## src/rtl/z80_arb_pkg.sv

```systemverilog
// Shared types for the Z80 work-RAM arbiter.
// Included by z80_busreq_ctrl and z80_ram_arbiter.
package z80_arb_pkg;

    typedef enum logic [1:0] {
        IDLE,
        ACCESS,
        WAIT,
        DONE
    } arb_state_t;

    typedef enum logic {
        GNT_Z80,
        GNT_M68
    } grant_t;

    localparam logic [7:0] OPEN_BUS = 8'hFF;

endpackage

```

## src/rtl/z80_busreq_ctrl.sv

```systemverilog
// 68000 -> Z80 bus-request register, BUSREQ drive and ownership flag.
// bus_owned drops one cycle after a release even if BUSACK is still low.
module z80_busreq_ctrl
    import z80_arb_pkg::*;
(
    input  logic clk,
    input  logic rst_n,
    input  logic busreq_wr,
    input  logic busreq_val,
    input  logic z80_busack_n,
    output logic z80_busreq_n,
    output logic bus_owned
);

    logic busreq_reg;

    always_ff @(posedge clk) begin
        if (!rst_n) begin
            busreq_reg   <= 1'b0;
            z80_busreq_n <= 1'b1;
            bus_owned    <= 1'b0;
        end else begin
            if (busreq_wr)
                busreq_reg <= busreq_val;
            z80_busreq_n <= ~busreq_reg;
            bus_owned    <= busreq_reg & ~z80_busack_n;
        end
    end

endmodule

```

## src/rtl/z80_ram_arbiter.sv

```systemverilog
// 68000/Z80 arbiter for the shared 8 KB Z80 work RAM.
// Optional: define ARB_TIMEOUT_EN for open-bus timeout of unowned 68000 accesses.
module z80_ram_arbiter
    import z80_arb_pkg::*;
#(
    parameter int ADDR_W  = 13,
    parameter int RAM_LAT = 1,
    parameter int TIMEOUT = 255
) (
    input  logic              clk,
    input  logic              rst_n,
    input  logic              m68_busreq_wr,
    input  logic              m68_busreq_val,
    output logic              m68_busack,
    output logic              z80_busreq_n,
    input  logic              z80_busack_n,
    input  logic              m68_req,
    input  logic              m68_we,
    input  logic [ADDR_W-1:0] m68_addr,
    input  logic [7:0]        m68_wdata,
    output logic [7:0]        m68_rdata,
    output logic              m68_ack,
    input  logic              z80_req,
    input  logic              z80_we,
    input  logic [ADDR_W-1:0] z80_addr,
    input  logic [7:0]        z80_wdata,
    output logic [7:0]        z80_rdata,
    output logic              z80_ack,
    output logic              ram_en,
    output logic              ram_we,
    output logic [ADDR_W-1:0] ram_addr,
    output logic [7:0]        ram_wdata,
    input  logic [7:0]        ram_rdata
);

    arb_state_t state;
    grant_t     grant;
    grant_t     last_grant;
    logic       bus_owned;
    logic       acc_we;
    logic       ram_en_q;
    logic       ram_we_q;
    logic [1:0] wait_cnt;
    logic       m68_elig;
    logic       z80_elig;
    logic       pick_m68;

    z80_busreq_ctrl u_busreq (
        .clk          (clk),
        .rst_n        (rst_n),
        .busreq_wr    (m68_busreq_wr),
        .busreq_val   (m68_busreq_val),
        .z80_busack_n (z80_busack_n),
        .z80_busreq_n (z80_busreq_n),
        .bus_owned    (bus_owned)
    );

    assign m68_busack = bus_owned;

    // Gate with reset so a reset edge during ACCESS cannot commit a write.
    assign ram_en = ram_en_q & rst_n;
    assign ram_we = ram_we_q & rst_n;

    always_comb begin
        m68_elig = m68_req & bus_owned;
        z80_elig = z80_req & ~bus_owned;
        pick_m68 = m68_elig & (~z80_elig | (last_grant == GNT_Z80));
    end

`ifdef ARB_TIMEOUT_EN
    localparam int TW = $clog2(TIMEOUT + 1);
    logic [TW-1:0] to_cnt;
    logic          m68_busy;
    assign m68_busy = (state != IDLE) && (grant == GNT_M68);
`endif

    always_ff @(posedge clk) begin
        if (!rst_n) begin
            state      <= IDLE;
            grant      <= GNT_Z80;
            last_grant <= GNT_Z80;
            acc_we     <= 1'b0;
            ram_en_q   <= 1'b0;
            ram_we_q   <= 1'b0;
            ram_addr   <= '0;
            ram_wdata  <= 8'h00;
            wait_cnt   <= 2'd0;
            m68_ack    <= 1'b0;
            z80_ack    <= 1'b0;
            m68_rdata  <= 8'h00;
            z80_rdata  <= 8'h00;
`ifdef ARB_TIMEOUT_EN
            to_cnt     <= '0;
`endif
        end else begin
            m68_ack  <= 1'b0;
            z80_ack  <= 1'b0;
            ram_en_q <= 1'b0;
            ram_we_q <= 1'b0;
            unique case (state)
                IDLE: begin
                    if (m68_elig | z80_elig) begin
                        grant     <= pick_m68 ? GNT_M68 : GNT_Z80;
                        ram_addr  <= pick_m68 ? m68_addr : z80_addr;
                        ram_wdata <= pick_m68 ? m68_wdata : z80_wdata;
                        acc_we    <= pick_m68 ? m68_we : z80_we;
                        ram_we_q  <= pick_m68 ? m68_we : z80_we;
                        ram_en_q  <= 1'b1;
                        state     <= ACCESS;
                    end
                end
                ACCESS: begin
                    if (RAM_LAT == 1) begin
                        state <= DONE;
                    end else begin
                        wait_cnt <= 2'(RAM_LAT - 2);
                        state    <= WAIT;
                    end
                end
                WAIT: begin
                    if (wait_cnt == 2'd0)
                        state <= DONE;
                    else
                        wait_cnt <= wait_cnt - 2'd1;
                end
                DONE: begin
                    if (grant == GNT_M68) begin
                        m68_ack <= 1'b1;
                        if (!acc_we)
                            m68_rdata <= ram_rdata;
                    end else begin
                        z80_ack <= 1'b1;
                        if (!acc_we)
                            z80_rdata <= ram_rdata;
                    end
                    last_grant <= grant;
                    state      <= IDLE;
                end
                default: state <= IDLE;
            endcase
`ifdef ARB_TIMEOUT_EN
            if (m68_req && !bus_owned && !m68_busy) begin
                if (to_cnt == TW'(TIMEOUT - 1)) begin
                    to_cnt    <= '0;
                    m68_ack   <= 1'b1;
                    m68_rdata <= OPEN_BUS;
                end else begin
                    to_cnt <= to_cnt + 1'b1;
                end
            end else if (!m68_req) begin
                to_cnt <= '0;
            end
`endif
        end
    end

endmodule

```

## config.mk

```make
export PLATFORM = sky130hd
export DESIGN_NAME = z80_ram_arbiter
export DESIGN_NICKNAME = d
export VERILOG_FILES = /design/src/rtl/z80_arb_pkg.sv /design/src/rtl/z80_busreq_ctrl.sv /design/src/rtl/z80_ram_arbiter.sv
export SDC_FILE = /design/constraint.sdc
export NUM_CORES = 1
export LEC_CHECK = 0
export BUFFER_PORTS_ARGS = -buffer_cell sky130_fd_sc_hd__buf_4
export CORE_MARGIN = 10
export CORE_UTILIZATION = 30
export DETAILED_ROUTE_END_ITERATION = 6
export PLACE_DENSITY = 0.63
export SLEW_MARGIN = 30
export SYNTH_ARGS = -nofsm -noshare
export SYNTH_HDL_FRONTEND = slang
export SYNTH_SLANG_ARGS = --single-unit
```

## constraint.sdc

```tcl
create_clock -name clk -period 1.9 [get_ports clk]
set_input_delay 0.285 -clock clk [delete_from_list [all_inputs] [get_ports clk]]
set_output_delay 0.285 -clock clk [all_outputs]
set_load 0.03 [all_outputs]
```

After elaboration in Yosys (flattened, before gate mapping)
Cells that the tools add are included.
Word-level totals
  word-level logic and storage cells: 58
  output and inout bits: 43
  flip-flop bits (word level): 51
Operators by class
  eq/ne operators: 5
  $add $sub $neg: 1
  bitwise gates (word level): 16
  reductions and logical operators: 10
  muxes and demuxes: 10
Operators by type and width (number)
  2-to-1 mux 13 bit: 1
  AND reduction 2 bit: 5
  AND reduction 3 bit: 3
  2-to-1 mux 8 bit: 1
  NOT 1 bit: 8
  case mux 2 bit (4 select lines): 1
  AND 1 bit: 6
  2-to-1 mux 1 bit: 5
  == test 2 bit (second input constant): 2
  zero test 2 bit: 2
  2-to-1 mux 2 bit: 2
  inequality test 2 bit (second input constant): 2
  == test 2 x 1 -> 1 bit (second input constant): 1
  OR 1 bit: 2
  subtractor 2 x 1 -> 2 bit (second input constant): 1

Depth between registers and ports, before layout
Gate-level depths: netlist (run 1).
  depth after elaboration: 6
  gate-level depth with buffers: 5
  gate-level depth less buffers: 5

Cells and area by module
Synthesis (run 1) repeated with hierarchy kept, for this count alone.
Unflattened totals
  cells, all modules: 182
  area, all modules: 2014.4 um2
Modules (own cells, without submodules)
  z80_ram_arbiter: times used 1, seq. area each 940.9 um2, cells an instance 175, area each 1930.6 um2
  z80_busreq_ctrl: times used 1, seq. area each 60.1 um2, cells an instance 7, area each 83.8 um2

Worst setup path after synthesis (run 1)
OpenSTA, ideal clock, no wires.
  kind: flip-flop to flip-flop
  start: register u_busreq.bus_owned
  end: register acc_we
  cell stages (with the launch flop): 5
  arrival: 1.343 ns
  path buffers: 1
  library setup time: 0.070 ns
  clock period less this slack: 1.413 ns
  data required time: 1.830 ns
  path slack: 0.487 ns
  path through: dfxtp_1 mux2_4 a21oi_4 buf_6 o2bb2ai_1
Between the ends
  cells in the longest elaborated chain, start to end: 6
  elaborated cells between the ends (all ways): 9
  classes of those cells: mux (1); bitwise (7); reduce/logical (1)
Ends and longest elaborated chain
  start: declaration: line z80_busreq_ctrl.sv:12  | output logic bus_owned
  start signal: assignment: line z80_busreq_ctrl.sv:26  | bus_owned <= busreq_reg & ~z80_busack_n;
  NOT 1 bit: line z80_ram_arbiter.sv:66  | z80_elig = z80_req & ~bus_owned;
  AND 1 bit: line z80_ram_arbiter.sv:66
  NOT 1 bit: line z80_ram_arbiter.sv:67  | pick_m68 = m68_elig & (~z80_elig | (last_grant == GNT_Z80));
  OR 1 bit: line z80_ram_arbiter.sv:67
  AND 1 bit: line z80_ram_arbiter.sv:67
  2-to-1 mux 1 bit: line z80_ram_arbiter.sv:106  | acc_we <= pick_m68 ? m68_we : z80_we;
  end signal: assignment: line z80_ram_arbiter.sv:106
  end: declaration: line z80_ram_arbiter.sv:40  | logic acc_we;
Parallel ways exist; a longest one is shown, timed or not.
A chain may end at the register's enable or synchronous reset.

Worst setup path in the final report (run 1)
  start: register state[1]
  end: register ram_addr[12]
Between the ends
  cells in the longest elaborated chain, start to end: 2
Ends and longest elaborated chain
  start: declaration: line z80_ram_arbiter.sv:36  | arb_state_t state;
  start signal: assignment: line z80_ram_arbiter.sv:79  | state <= IDLE;
  start signal: assignment: line z80_ram_arbiter.sv:109  | state <= ACCESS;
  start signal: assignment: line z80_ram_arbiter.sv:114  | state <= DONE;
  zero test 2 bit: line z80_ram_arbiter.sv:100  | unique case (state)
  AND reduction 2 bit (no source line)
  end signal: assignment: line z80_ram_arbiter.sv:104  | ram_addr <= pick_m68 ? m68_addr : z80_addr;
  end: declaration: line z80_ram_arbiter.sv:31  | output logic [ADDR_W-1:0] ram_addr,
No other way between the ends.

==> results of run 1 <==
## cell families after synthesis
kind of cell	synth area share [%]
fa+ha+maj	3.115
buf+inv	4.486
flops	49.84
xor+xnor	0.4362
compound gates	13.65
simple gates	8.287
mux	20.19
## per-stage QoR
step | power [mW] | utilization, % | hold slack, ps | instance area (um^2)
finish | 2.421 | 46.04 | 130.9 | 2957
global route | 2.551 | 46.04 | 110.4 | 2957
CTS | 2.461 | 46.04 | 115.5 | 2957
detailed placement | 1.700 | 44.28 | 396.7 | 2844
global placement | 1.690 | 44.28 | 390.2 | 2844
floorplan | 1.471 | - | 357.4 | 2008
## cells in the mapped netlist, types with 2 or more instances
cell | count | area share, %
dfxtp_1 | 50 | 50
buf_2 | 6 | 1.5
inv_1 | 7 | 1.3
and2_1 | 2 | 0.62
nand2_1 | 5 | 0.93
o2bb2ai_1 | 22 | 9.6
mux2i_1 | 39 | 19
ha_1 | 5 | 3.1
buf_6 | 2 | 1.1
buf_1 | 2 | 0.37
nor2_1 | 23 | 4.3
## power by group
part           switching, mW  internal, mW
sequential            0.0421          1.12
clock                  0.358         0.395
combinational          0.274         0.235
total                  0.674          1.75
## cell type report
class | count | area (um^2) | share of cell area [%]
clock buffers | 5 | 68.82 | 2.328
inverters | 7 | 26.28 | 0.8887
repair buffers | 107 | 803.3 | 27.17
multi-input cells | 114 | 917.1 | 31.02
flip-flops and latches | 50 | 1001 | 33.86
clock inverters | 3 | 43.79 | 1.481
well taps | 77 | 96.34 | 3.259
## worst register-to-register path, cell delays in order (launching register included)
cell and delay, ps:
dfxtp_1 370, inv_1 80, ha_1 300, nand3_2 450
o2bb2ai_1 290
## worst min path at each step
| stage | startpoint | depth (start not counted) | end | slack, ps |
|---|---|---|---|---|
| 3_5_place_dp | u_busreq.busreq_reg | 1 | u_busreq.z80_busreq_n | 400 |
| 4_1_cts | z80_busack_n | 2 | u_busreq.bus_owned | 120 |
| 5_1_grt | z80_busack_n | 2 | u_busreq.bus_owned | 110 |
| 6_report | z80_busack_n | 2 | u_busreq.bus_owned | 130 |
| 3_3_place_gp | u_busreq.busreq_reg | 1 | u_busreq.z80_busreq_n | 390 |
| 2_1_floorplan | z80_busack_n | 1 | u_busreq.bus_owned | 360 |
## routing by layer
layer	up-vias	GRT usage [%]	part of all wire (%)
met5	-	0	0
li1	850	-	-
met2	51	17.45	50
met3	5	3.846	7.1
met4	0	3.905	1.1
met1	747	12.64	42
==> results by stage, run 1 <==
Run status:
- The run finished with clean final reports.

Clock tree:
- The clock sink total is 50.
- After clock tree synthesis, the repair step resized 0 gates.
- The hold buffer count at CTS is 0.
- The clock reaches the later pin of the worst-skew pair after 300 ps.
- The depth of the CTS H-tree is 2.
- In this run, CTS created clock tree buffers numbering 5.
- The clock-pin slew of the registers on the worst-case setup and hold paths is 100 ps.
- The clock root buffer master is clkbuf_8.
- The maximum buffer depth of the clock tree is 2.
- The count of buffers added by post-CTS timing repair for setup is 0.
- The CTS tree is done.

Route:
- The number of vias per cell is 4.554.
- The count of nets left with antenna violations once routing finished came out at 0.
- After the first detailed-routing iteration, the DRC count stood at 58.
- The number of iterations in the first detailed-routing pass is 4.
- The detailed-route DRC error count is 0.
- The routed design has 5683 um of wire.
- After detailed routing, the average wire length per cell comes to 15.66 um.
- The routed layout has 1653 vias.

Yosys:
- Counting every instance in the synthesized netlist gives 182.
- Dividing the synthesized area by the synthesized cell count gives 11.03 um^2.
- After synthesis, flip-flops and latches occupy 49.84% of the total area.
- In the synthesized netlist the async set-or-reset flop fraction comes to 0%.
- The number of warnings issued by yosys is 0.
- The mapped netlist covers 0.002008 mm^2.
- Yosys mapped the design onto 30 distinct sky130hd cell types.
- When the netlist entered floorplanning its net count stood at 246.
- After synthesis the netlist holds a flip-flop and latch count of 50.
- The number of enable-type register cells in the synthesized netlist is 0.
- The predominant post-synthesis flop cell is dfxtp_1.

Critical path:
- The number of cells on the worst reg-to-reg path is 4.
- STA classifies the critical path endpoint as a flop.
- The worst path arrival time is 1790 ps.
- The setup check on the worst reg-to-reg path leaves a slack of 340 ps.
- Data on the critical path is required at its endpoint by 2120 ps.
- The sort of element at the start of the critical path is a flop.
- The capturing element of the worst setup path is ram_addr[12].
- The critical path class is flop to flop.
- The endpoint identified for the worst register-to-register timing path is ram_addr[12].
- The highest-delay cell along the critical path is nand3_2.
- The critical path crosses 4 cells after its start point.
- In this design, the stage delay of the slowest critical-path cell is 450 ps.
- The worst register-to-register path begins at state[1].
- Traced cell by cell, the critical path runs through inv_1 -> ha_1 -> nand3_2 -> o2bb2ai_1.
- The kind of cell with the highest combined delay on the critical path is simple AND/OR/NAND/NOR gates.
- The worst path buffer plus inverter count is 1.
- The largest fanout of any net on the critical path is 24.
- In this run the worst setup path begins at state[1].

Placed design:
- Prior to clock tree synthesis, the placed netlist has a worst setup slack of 314.3 ps.
- The count of buffers added on input and output ports is 101.
- Detailed placement finished with a half-perimeter wire length of 4453 um.
- After detailed placement, the design holds a cell count of 355.
- The final RePlAce weighted congestion is 0.6693.

Timing:
- The highest clock frequency the design can meet is 639.0 MHz.
- Setup violations remaining at the end of the flow were counted as 0.
- The worst path needs 1565 ps of the cycle, external delays included.
- The setup TNS after final layout is 0 ps.
- The maximum clock skew at final layout is 7.659 ps.
- The final hold violation count is 0.
- Measured against its own limit, the worst slew margin works out to 63.96%.
- The final number of max-transition violations is 0.
- The share of the clock period used by the worst path after layout is 82.36%.
- Setup repair after global routing left no endpoint under its margin.
- The final worst-path setup slack is 335.1 ps.
- The transition time of the tightest slew-check pin is 539.0 ps.

Layout:
- For this run, the number of standard cells in the final layout without fillers is 363.
- The area growth from synthesis to layout is 47.23%.
- The register with the most flip-flops in the final layout is ram_addr.
- The register with the most flip-flops in the layout has 13 of them.
- The most common library cell in the layout ignoring fill and taps is buf_4.
- The number of antenna diodes in the final layout is 0.
- Leaving out fill and tap cells, the most frequent cells in the layout are buf_4, dfxtp_1, mux2i_1, nor2_1, o2bb2ai_1.
- The net count reported at finish is 349.
- Fill cells in the final layout number 641.
- The layout cell share with drive strength beyond 1 is 41.26%.

Floorplanning:
- The area of the placeable core is 0.006422 mm^2.
- For this configuration, the core starts out at a cell density of 31.27%.
- The die covers 0.01037 mm^2.
- The die is 101.8 um wide.
- In this run the count of I/O pins placed on the die edge is 102.
- The floorplan has 29 rows.
- The die is 101.8 um tall.

Power and ir drop:
- The standby leakage power is 1.523 nW.
- For this design the ratio of total power to cell area is 819.0 mW/mm^2.
- VDD sags by at most 350.9 uV.

GRT:
- The global-route wire length before repair is 8838 um.
- The overall overflow remaining after global route is 0.
- The number of antenna violations at the first check in global routing is 0.
- For this run, the total global-route usage over all layers was measured as 10.67%.
- The via count of the first global-routing pass is 1760.
- The largest net degree at the start of global routing is 25.

Flow run:
- The reported max-cap violation count is 0.

Min path:
- The worst hold path belongs to the class input pin to flop.
(Power assumes the default switching activity.)
==> run 2: changes to the inputs <==
==> constraint.sdc (replaced) <==
create_clock -name clk -period 1.5 [get_ports clk]
set_input_delay 0.225 -clock clk [delete_from_list [all_inputs] [get_ports clk]]
set_output_delay 0.225 -clock clk [all_outputs]
set_load 0.03 [all_outputs]
==> run 2 against run 1 <==
Net effect:
- clock power grew 27%
- non-clock buffer count rose by 2
- worst hold slack worse by 65 ps
- first-iteration DRC count shrank 1.7%
- sequential cell count unchanged
- clock-buffer cell count stayed put
- combinational power is 31% higher
- power grew 28%
- largest power group unchanged
==> results by stage, run 2 (same netlist as run 1, synthesis figures left out) <==
Power and ir drop:
- Internal power comes to 2.235 mW.
- Combinational logic burns 21.5% of the power.
- For this design the total switching power over the nets is 863.9 uW.
- In this run, the clock network consumes 31.0% of the power.
- The fraction of power spent switching nets is 27.88%.
- The standby leakage power is 1.549 nW.
- In this run the power density over the cells is 1029 mW/mm^2.
- VDD sags by at most 571.9 uV.
- Sequential cells burn 47.5% of the power.

Route:
- The detailed router put a total of 2328 um of wire on met1.
- The number of nets still failing antenna checks after routing is 0.
- After detailed routing, the number of vias per cell comes to 4.655.
- The initial detailed-routing violation count is 57.
- The number of iterations in the first detailed-routing pass is 4.
- The met2 wire length is 2897 um.
- The top routing layer in use is met4.
- The detailed-route DRC error count is 0.
- The routed via count is 1699.
- The average wire length per cell after detail routing is 15.80 um.
- The met3 wire length is 409 um.
- The routed design has 5767 um of wire.

Timing:
- Setup repair after global routing left no endpoint under its margin.
- The shortest period the worst path allows is 1361 ps.
- In this run the tightest slew margin relative to its limit is 80.12%.
- The setup TNS after final layout is 0 ps.
- For this run, the top clock speed supported by timing is 734.5 MHz.
- The transition time of the tightest slew-check pin is 298.3 ps.
- The share of the clock period used by the worst path after layout is 90.76%.
- The final hold violation count is 0.
- The maximum clock skew at final layout is 9.946 ps.
- The final number of max-transition violations is 0.
- The final setup violation count is 0.

Critical path:
- The startpoint identified for the worst register-to-register timing path is u_busreq.bus_owned.
- The critical path class is flop to flop.
- The reg-to-reg setup timing slack is 140 ps.
- The worst path arrival time is 1600 ps.
- The end of the worst register-to-register path is ram_wdata[1].
- In this run the worst path has a maximum fanout of 22.
- Among all stages on the critical path, the largest delay is contributed by dfxtp_1.
- STA puts the critical path data required time at 1740 ps.
- The sort of element at the start of the critical path is a flop.
- In this design, the largest share of critical-path delay is due to flip-flops.
- The signal on the critical path passes through mux2_4 -> a21oi_4 -> buf_12 -> o2bb2ai_1.
- For the worst flop-to-flop path, the logic depth is 4.
- The worst path buffer plus inverter count is 1.
- The highest cell delay on the worst timing path is 440 ps.
- The kind of capture point of the worst setup path is a flop.

Min path:
- The number of instances on the worst hold path is 2.
- In this run the most critical hold path is launched from z80_busack_n.
- For hold timing, the worst endpoint is u_busreq.bus_owned.
- The type of the tightest min-delay check is input pin to flop.

Floorplanning:
- The area enclosed by the die boundary is 0.01037 mm^2.
- The height of the chip is 101.8 um.
- The count of pins on the block boundary is 102.
- Measured along the x axis, the die boundary spans 101.8 um.
- The number of placement rows is 29.
- The region available for standard cell placement spans 0.006422 mm^2.
- For this configuration, the core starts out at a cell density of 31.27%.

GRT:
- In the global route stage, overall resource usage came out at 11.33%.
- The via count of the first global-routing pass is 1819.
- The overall overflow remaining after global route is 0.
- The first global-routing pass estimated 9294 um of wire.
- Entering global routing, the biggest net connects 23 pins.
- The number of antenna violations at the first check in global routing is 0.

Clock tree:
- The number of gates resized after CTS was 0.
- In this run, CTS created clock tree buffers numbering 5.
- The depth of the CTS H-tree is 2.
- The count of buffers added by post-CTS timing repair for setup is 0.
- The maximum buffer depth of the clock tree is 2.
- After clock tree synthesis, the clock-pin slew on the worst setup and hold paths is 90 ps.
- The CTS tree is done.
- The clock root buffer master is clkbuf_8.
- The clock sink total is 50.
- The hold buffer count at CTS is 0.
- At the later pin of the worst-skew pair, clock insertion delay measures 310 ps.

Placed design:
- After detailed placement, the total cell area comes to 0.002897 mm^2.
- The final RePlAce weighted congestion is 0.8200.
- Buffers placed on the I/O ports in this run total 101.
- Detailed placement finished with a half-perimeter wire length of 4542 um.

Layout:
- The top cell types in the final layout, fill and taps aside, are buf_4, dfxtp_1, mux2i_1, nor2_1, o2bb2ai_1.
- The post-route netlist has 42.36% of its cells at a drive strength greater than 1.
- After routing the design area is 0.003012 mm^2.
- The most common library cell in the layout ignoring fill and taps is buf_4.
- Compared with the post-synthesis result, the final layout area differs by 49.97%.
- The number of diodes is 0.
- The register with the most flip-flops in the layout has 13 of them.
- The register containing the most flip-flops in the final layout is ram_addr.
- The net count reported at finish is 351.

Flow run:
- The tool flagged a number of max-cap violations equal to 0.

Run status:
- The flow ran to the end, and the final reports show no timing, DRC or antenna violations.
==> run 2: changes by cell type in the layout (fill, tap and decap cells not counted), sizes merged <==
cell  delta
buf      +2
==> run 2: final cells by class <==
type / instances / area, um^2
Inverter: 7 / 26.28
Tap cell: 77 / 96.34
Sequential cell: 50 / 1003
Clock buffer: 5 / 68.82
Multi-Input combinational cell: 114 / 917.1
Fill cell: 623 / 3411
Timing Repair Buffer: 109 / 855.8
Clock inverter: 3 / 43.79
==> run 2: worst max-delay path by stage <==
stage	to	cells after the start	from
floorplan	acc_we	4	u_busreq.bus_owned
global placement	z80_rdata[7]	5	state[1]
detailed placement	z80_rdata[4]	5	state[1]
CTS	z80_rdata[4]	5	state[1]
global route	z80_rdata[7]	5	state[1]
finish	ram_wdata[1]	4	u_busreq.bus_owned
==> run 2: power groups by stage <==
stage               logic [mW]  registers [mW]  clock network [mW]
floorplan                0.234            1.63                   0
global placement         0.670            1.50                   0
detailed placement       0.680            1.50                   0
CTS                      0.680            1.47               0.989
global route             0.723            1.49                1.06
finish                   0.668            1.47               0.960
==> run 2: metal layers <==
metal / up-vias / global-route usage [%]
li1: 850 / -
met1: 785 / 12.76
met2: 53 / 18.94
met3: 11 / 4.251
met4: 0 / 4.772
met5: - / 0
==> run 2: through the flow <==
step	hold WS [ps]	total power, mW	instances	setup slack [ps]	util, %
global route	51.80	3.266	365	27.27	46.89
finish	66.00	3.099	365	138.6	46.89
CTS	60.44	3.139	365	83.68	46.85
floorplan	297.4	1.863	182	86.63	-
global placement	388.9	2.165	357	158.2	45.10
detailed placement	392.9	2.179	357	89.22	45.10
==> run 2: worst register-to-register path, cell delays in order, from the launching register on <==
cell and delay, ps:
dfxtp_1 440, mux2_4 370, a21oi_4 180, buf_12 180, o2bb2ai_1 130
==> run 3: changes to the inputs <==
--- a/config.mk
+++ b/config.mk
@@ -5,11 +5,12 @@
 export SDC_FILE = /design/constraint.sdc
 export NUM_CORES = 1
 export LEC_CHECK = 0
+export ABC_AREA = 1
 export BUFFER_PORTS_ARGS = -buffer_cell sky130_fd_sc_hd__buf_4
 export CORE_MARGIN = 10
 export CORE_UTILIZATION = 30
 export DETAILED_ROUTE_END_ITERATION = 6
-export PLACE_DENSITY = 0.63
+export PLACE_DENSITY = 0.61
 export SLEW_MARGIN = 30
 export SYNTH_ARGS = -nofsm -noshare
 export SYNTH_HDL_FRONTEND = slang
==> run 3 against run 2 <==
Net effect:
- combinational power grew 17%
- setup slack improved by 32 ps
- clock power is 18% lower
- clock skew fell by 5.4 ps
- worst hold slack better by 2.6 ps
- via count up 22%
- sequential cell count is the same
- core utilization fell by 3.8 points
- largest power group unchanged
==> results by stage, run 3 <==
GRT:
- Global routing used 10.52% of the available tracks across all layers.
- The global-route wire length before repair is 9915 um.
- Entering global routing, the biggest net connects 29 pins.
- The via count of the first global-routing pass is 2090.
- The overall overflow remaining after global route is 0.
- The number of antenna violations at the first check in global routing is 0.

Critical path:
- The worst setup path is captured at a flop.
- The cell repeated most along the worst path is nor2_1.
- STA classifies the critical path startpoint as a flop.
- For this design, the slowest cell found on the critical path is dfxtp_1.
- At the worst endpoint, the arrival time is 1530 ps.
- Setup slack on the worst reg-to-reg path comes out at 170 ps.
- The critical path class is flop to flop.
- The required time at the worst-slack endpoint is 1700 ps.
- The critical path goes through ha_1 -> inv_1 -> nor2_1 -> nand2_2 -> o21ai_0 -> nor2_1.
- The largest fanout of any net on the critical path is 9.
- The largest single stage delay on the critical path is 420 ps.

Route:
- The average wire length per cell after detail routing is 12.40 um.
- After detailed routing, the total wire length is 6189 um.
- The number of iterations in the first detailed-routing pass is 4.
- The number of nets still failing antenna checks after routing is 0.
- The routed layout has 2071 vias.
- The first routing iteration left 51 violations.
- The number of vias per cell is 4.150.
- The detailed-route DRC error count is 0.

Timing:
- Of the available clock period, the critical path in the final layout requires 88.64%.
- For the final routed database, the setup TNS stands at 0 ps.
- Setup slack closes at 170.4 ps.
- The maximum clock skew at final layout is 4.592 ps.
- The highest clock frequency the design can meet is 752.1 MHz.
- The final number of max-transition violations was 0.
- For the pin with the worst max-slew slack, the measured transition is 358.6 ps.
- The final hold violation count is 0.
- Setup repair after global routing left no endpoint under its margin.
- Setup violations remaining at the end of the flow were counted as 0.
- The shortest period the worst path allows is 1330 ps.
- The worst relative slew slack is 76.06%.

Yosys:
- The share of the synthesized area in the top cell type is 44.25%.
- By instance count, the leading cell after synthesis is nand2_1.
- The number of nets in the synthesized netlist is 366.
- The number of enable-type register cells in the synthesized netlist is 0.
- In this run the mean area of a mapped cell was 7.491 um^2.
- In this run, synthesis produced a sequential element count of 50.
- The netlist uses 17 different library cells.
- The share of synthesized flip-flops with an asynchronous set or reset is 0%.
- After synthesis, the cell types taking the most area are dfxtp_1, nand2_1, nand2_2.
- The number of warnings issued by yosys is 0.
- Summing the sequential cell areas from Yosys gives 44.25% of the chip area.
- The number of standard cells after synthesis is 302.
- The synthesized design spends more area on one cell type than any other, namely dfxtp_1.
- The commonest cells after synthesis are nand2_1, dfxtp_1, nand2_2.
- The predominant post-synthesis flop cell is dfxtp_1.
- The mapped cell area is 0.002262 mm^2.

Floorplanning:
- The area enclosed by the die boundary is 0.01141 mm^2.
- In this run the count of I/O pins placed on the die edge is 102.
- Measured along the x axis, the die boundary spans 106.8 um.
- The height of the chip is 106.8 um.
- The region available for standard cell placement spans 0.007292 mm^2.
- The initial standard-cell utilization of the core is 31.02%.
- After floorplanning, the core was divided into 31 placement rows.

Layout:
- The net count reported at finish is 463.
- In the final layout, the share of cells above drive strength 1 is 40.00%.
- The register with the most flip-flops in the layout has 13 of them.
- The register containing the most flip-flops in the final layout is ram_addr.
- Fill cells in the final layout number 813.
- The most common library cell in the layout ignoring fill and taps is buf_4.
- In the layout the commonest cells are buf_4, nand2_1, dfxtp_1, nand2_2, nor2_1.
- Once layout is complete, the utilization of the core stands at 43.07%.
- The synthesis-to-finish area growth is 38.83%.
- The repair_antennas step left the layout with diodes totalling 0.

Placed design:
- The port buffer count is 101.
- The final RePlAce weighted congestion is 0.7189.
- The detailed-placement wirelength estimate is 4984 um.
- The placement-stage worst setup slack is 156.2 ps.

Clock tree:
- The tree built by TritonCTS fans out to 50 sinks.
- The longest clock path from root to sink contains 2 buffers.
- TritonCTS built the clock tree.
- The H-tree was split into 2 levels.
- The clock root buffer master is clkbuf_8.
- Clock-pin slew was measured on the worst setup and hold paths at 100 ps.
- The worst-skew pair later-pin latency is 300 ps.
- Hold repair after CTS inserted 0 buffers.
- The number of buffers added by the clock tree synthesis step is 5.

Power and ir drop:
- In this run switching power makes up 32.14% of total power.
- The internal portion of the total power is 2.076 mW.
- The share of total power in the clock network is 25.8%.
- The sequential group share of total power is 48.7%.
- The power share of the combinational group is 25.5%.
- For this design the ratio of total power to cell area is 974.1 mW/mm^2.
- The highest ir drop seen on vdd is 396.6 uV.
- The analysis attributes to net switching a power of 983.2 uW.
- The standby leakage power is 1.594 nW.

Run status:
- The run finished with clean final reports.

Min path:
- The min-delay analysis places its worst path in the category input pin to flop.

Flow run:
- The reported max-cap violation count is 0.
==> run 3: stage by stage <==
| step | std cells | hold WS (ps) | power, mW | instance area, um^2 |
|---|---|---|---|---|
| 6_report | 499 | 68.61 | 3.059 | 3141 |
| 5_1_grt | 499 | 63.80 | 3.242 | 3141 |
| 4_1_cts | 499 | 60.36 | 3.119 | 3132 |
| 3_5_place_dp | 491 | 388.3 | 2.313 | 3042 |
| 3_3_place_gp | 491 | 384.3 | 2.303 | 3042 |
| 2_1_floorplan | 302 | 297.4 | 2.018 | 2262 |
==> run 3: final timing paths <==
kind | start | end | cells past startpoint
worst min-delay path | z80_busack_n | u_busreq.bus_owned | 2
worst max register to register | state[1] | m68_rdata[1] | 6
worst min register to register | u_busreq.busreq_reg | u_busreq.z80_busreq_n | 1
worst max-delay path | state[1] | m68_rdata[1] | 6
==> run 3: layout make-up <==
type | instances | area [um^2] | share of cell area, %
clock buffer | 5 | 68.82 | 2.191
clock inverter | 3 | 21.27 | 0.6773
inverter | 21 | 90.09 | 2.869
multi-input combinational | 218 | 1062 | 33.82
sequential | 50 | 1001 | 31.87
tap | 99 | 123.9 | 3.944
timing repair buffer | 103 | 773.2 | 24.62
==> run 3: what timing repair did <==
item | in CTS | in global routing
setup buffers | 0 | 0
gates resized for setup | 0 | 3
hold endpoints to repair | 0 | 0
endpoints found under the setup margin | 0 | 4
==> run 3: worst max-delay path, delay by kind of cell (launching register included) <==
| family | cells | cell delay (ps) |
|---|---|---|
| flops | 1 | 420 |
| fa+ha+maj | 1 | 170 |
| buf+inv | 1 | 30 |
| simple gates | 3 | 380 |
| compound gates | 1 | 220 |
==> run 3: power by group through the flow <==
stage / Sequential, mW / Clock (mW) / Combinational, mW
final: 1.49 / 0.790 / 0.779
after global routing: 1.50 / 0.877 / 0.862
after CTS: 1.49 / 0.835 / 0.793
after detailed placement: 1.52 / 0 / 0.791
after global placement: 1.52 / 0 / 0.787
after floorplan: 1.68 / 0 / 0.340
==> run 3: kinds of logic after synthesis <==
family | Yosys count | synth area share, %
DFF | 50 | 44.25
AOI/OAI and AO/OA | 26 | 5.752
and+or+nand+nor | 187 | 38.33
buffers and inverters | 34 | 8.905
adders and majority gates | 5 | 2.765
==> run 3: metal layers <==
| layer | vias up | track usage, % | share of wire [%] |
|---|---|---|---|
| met5 | - | 0 | 0 |
| met4 | 0 | 2.901 | 0.74 |
| met3 | 4 | 5.210 | 9.4 |
| met2 | 73 | 16.46 | 42 |
| met1 | 868 | 12.47 | 47 |
| li1 | 1126 | - | - |
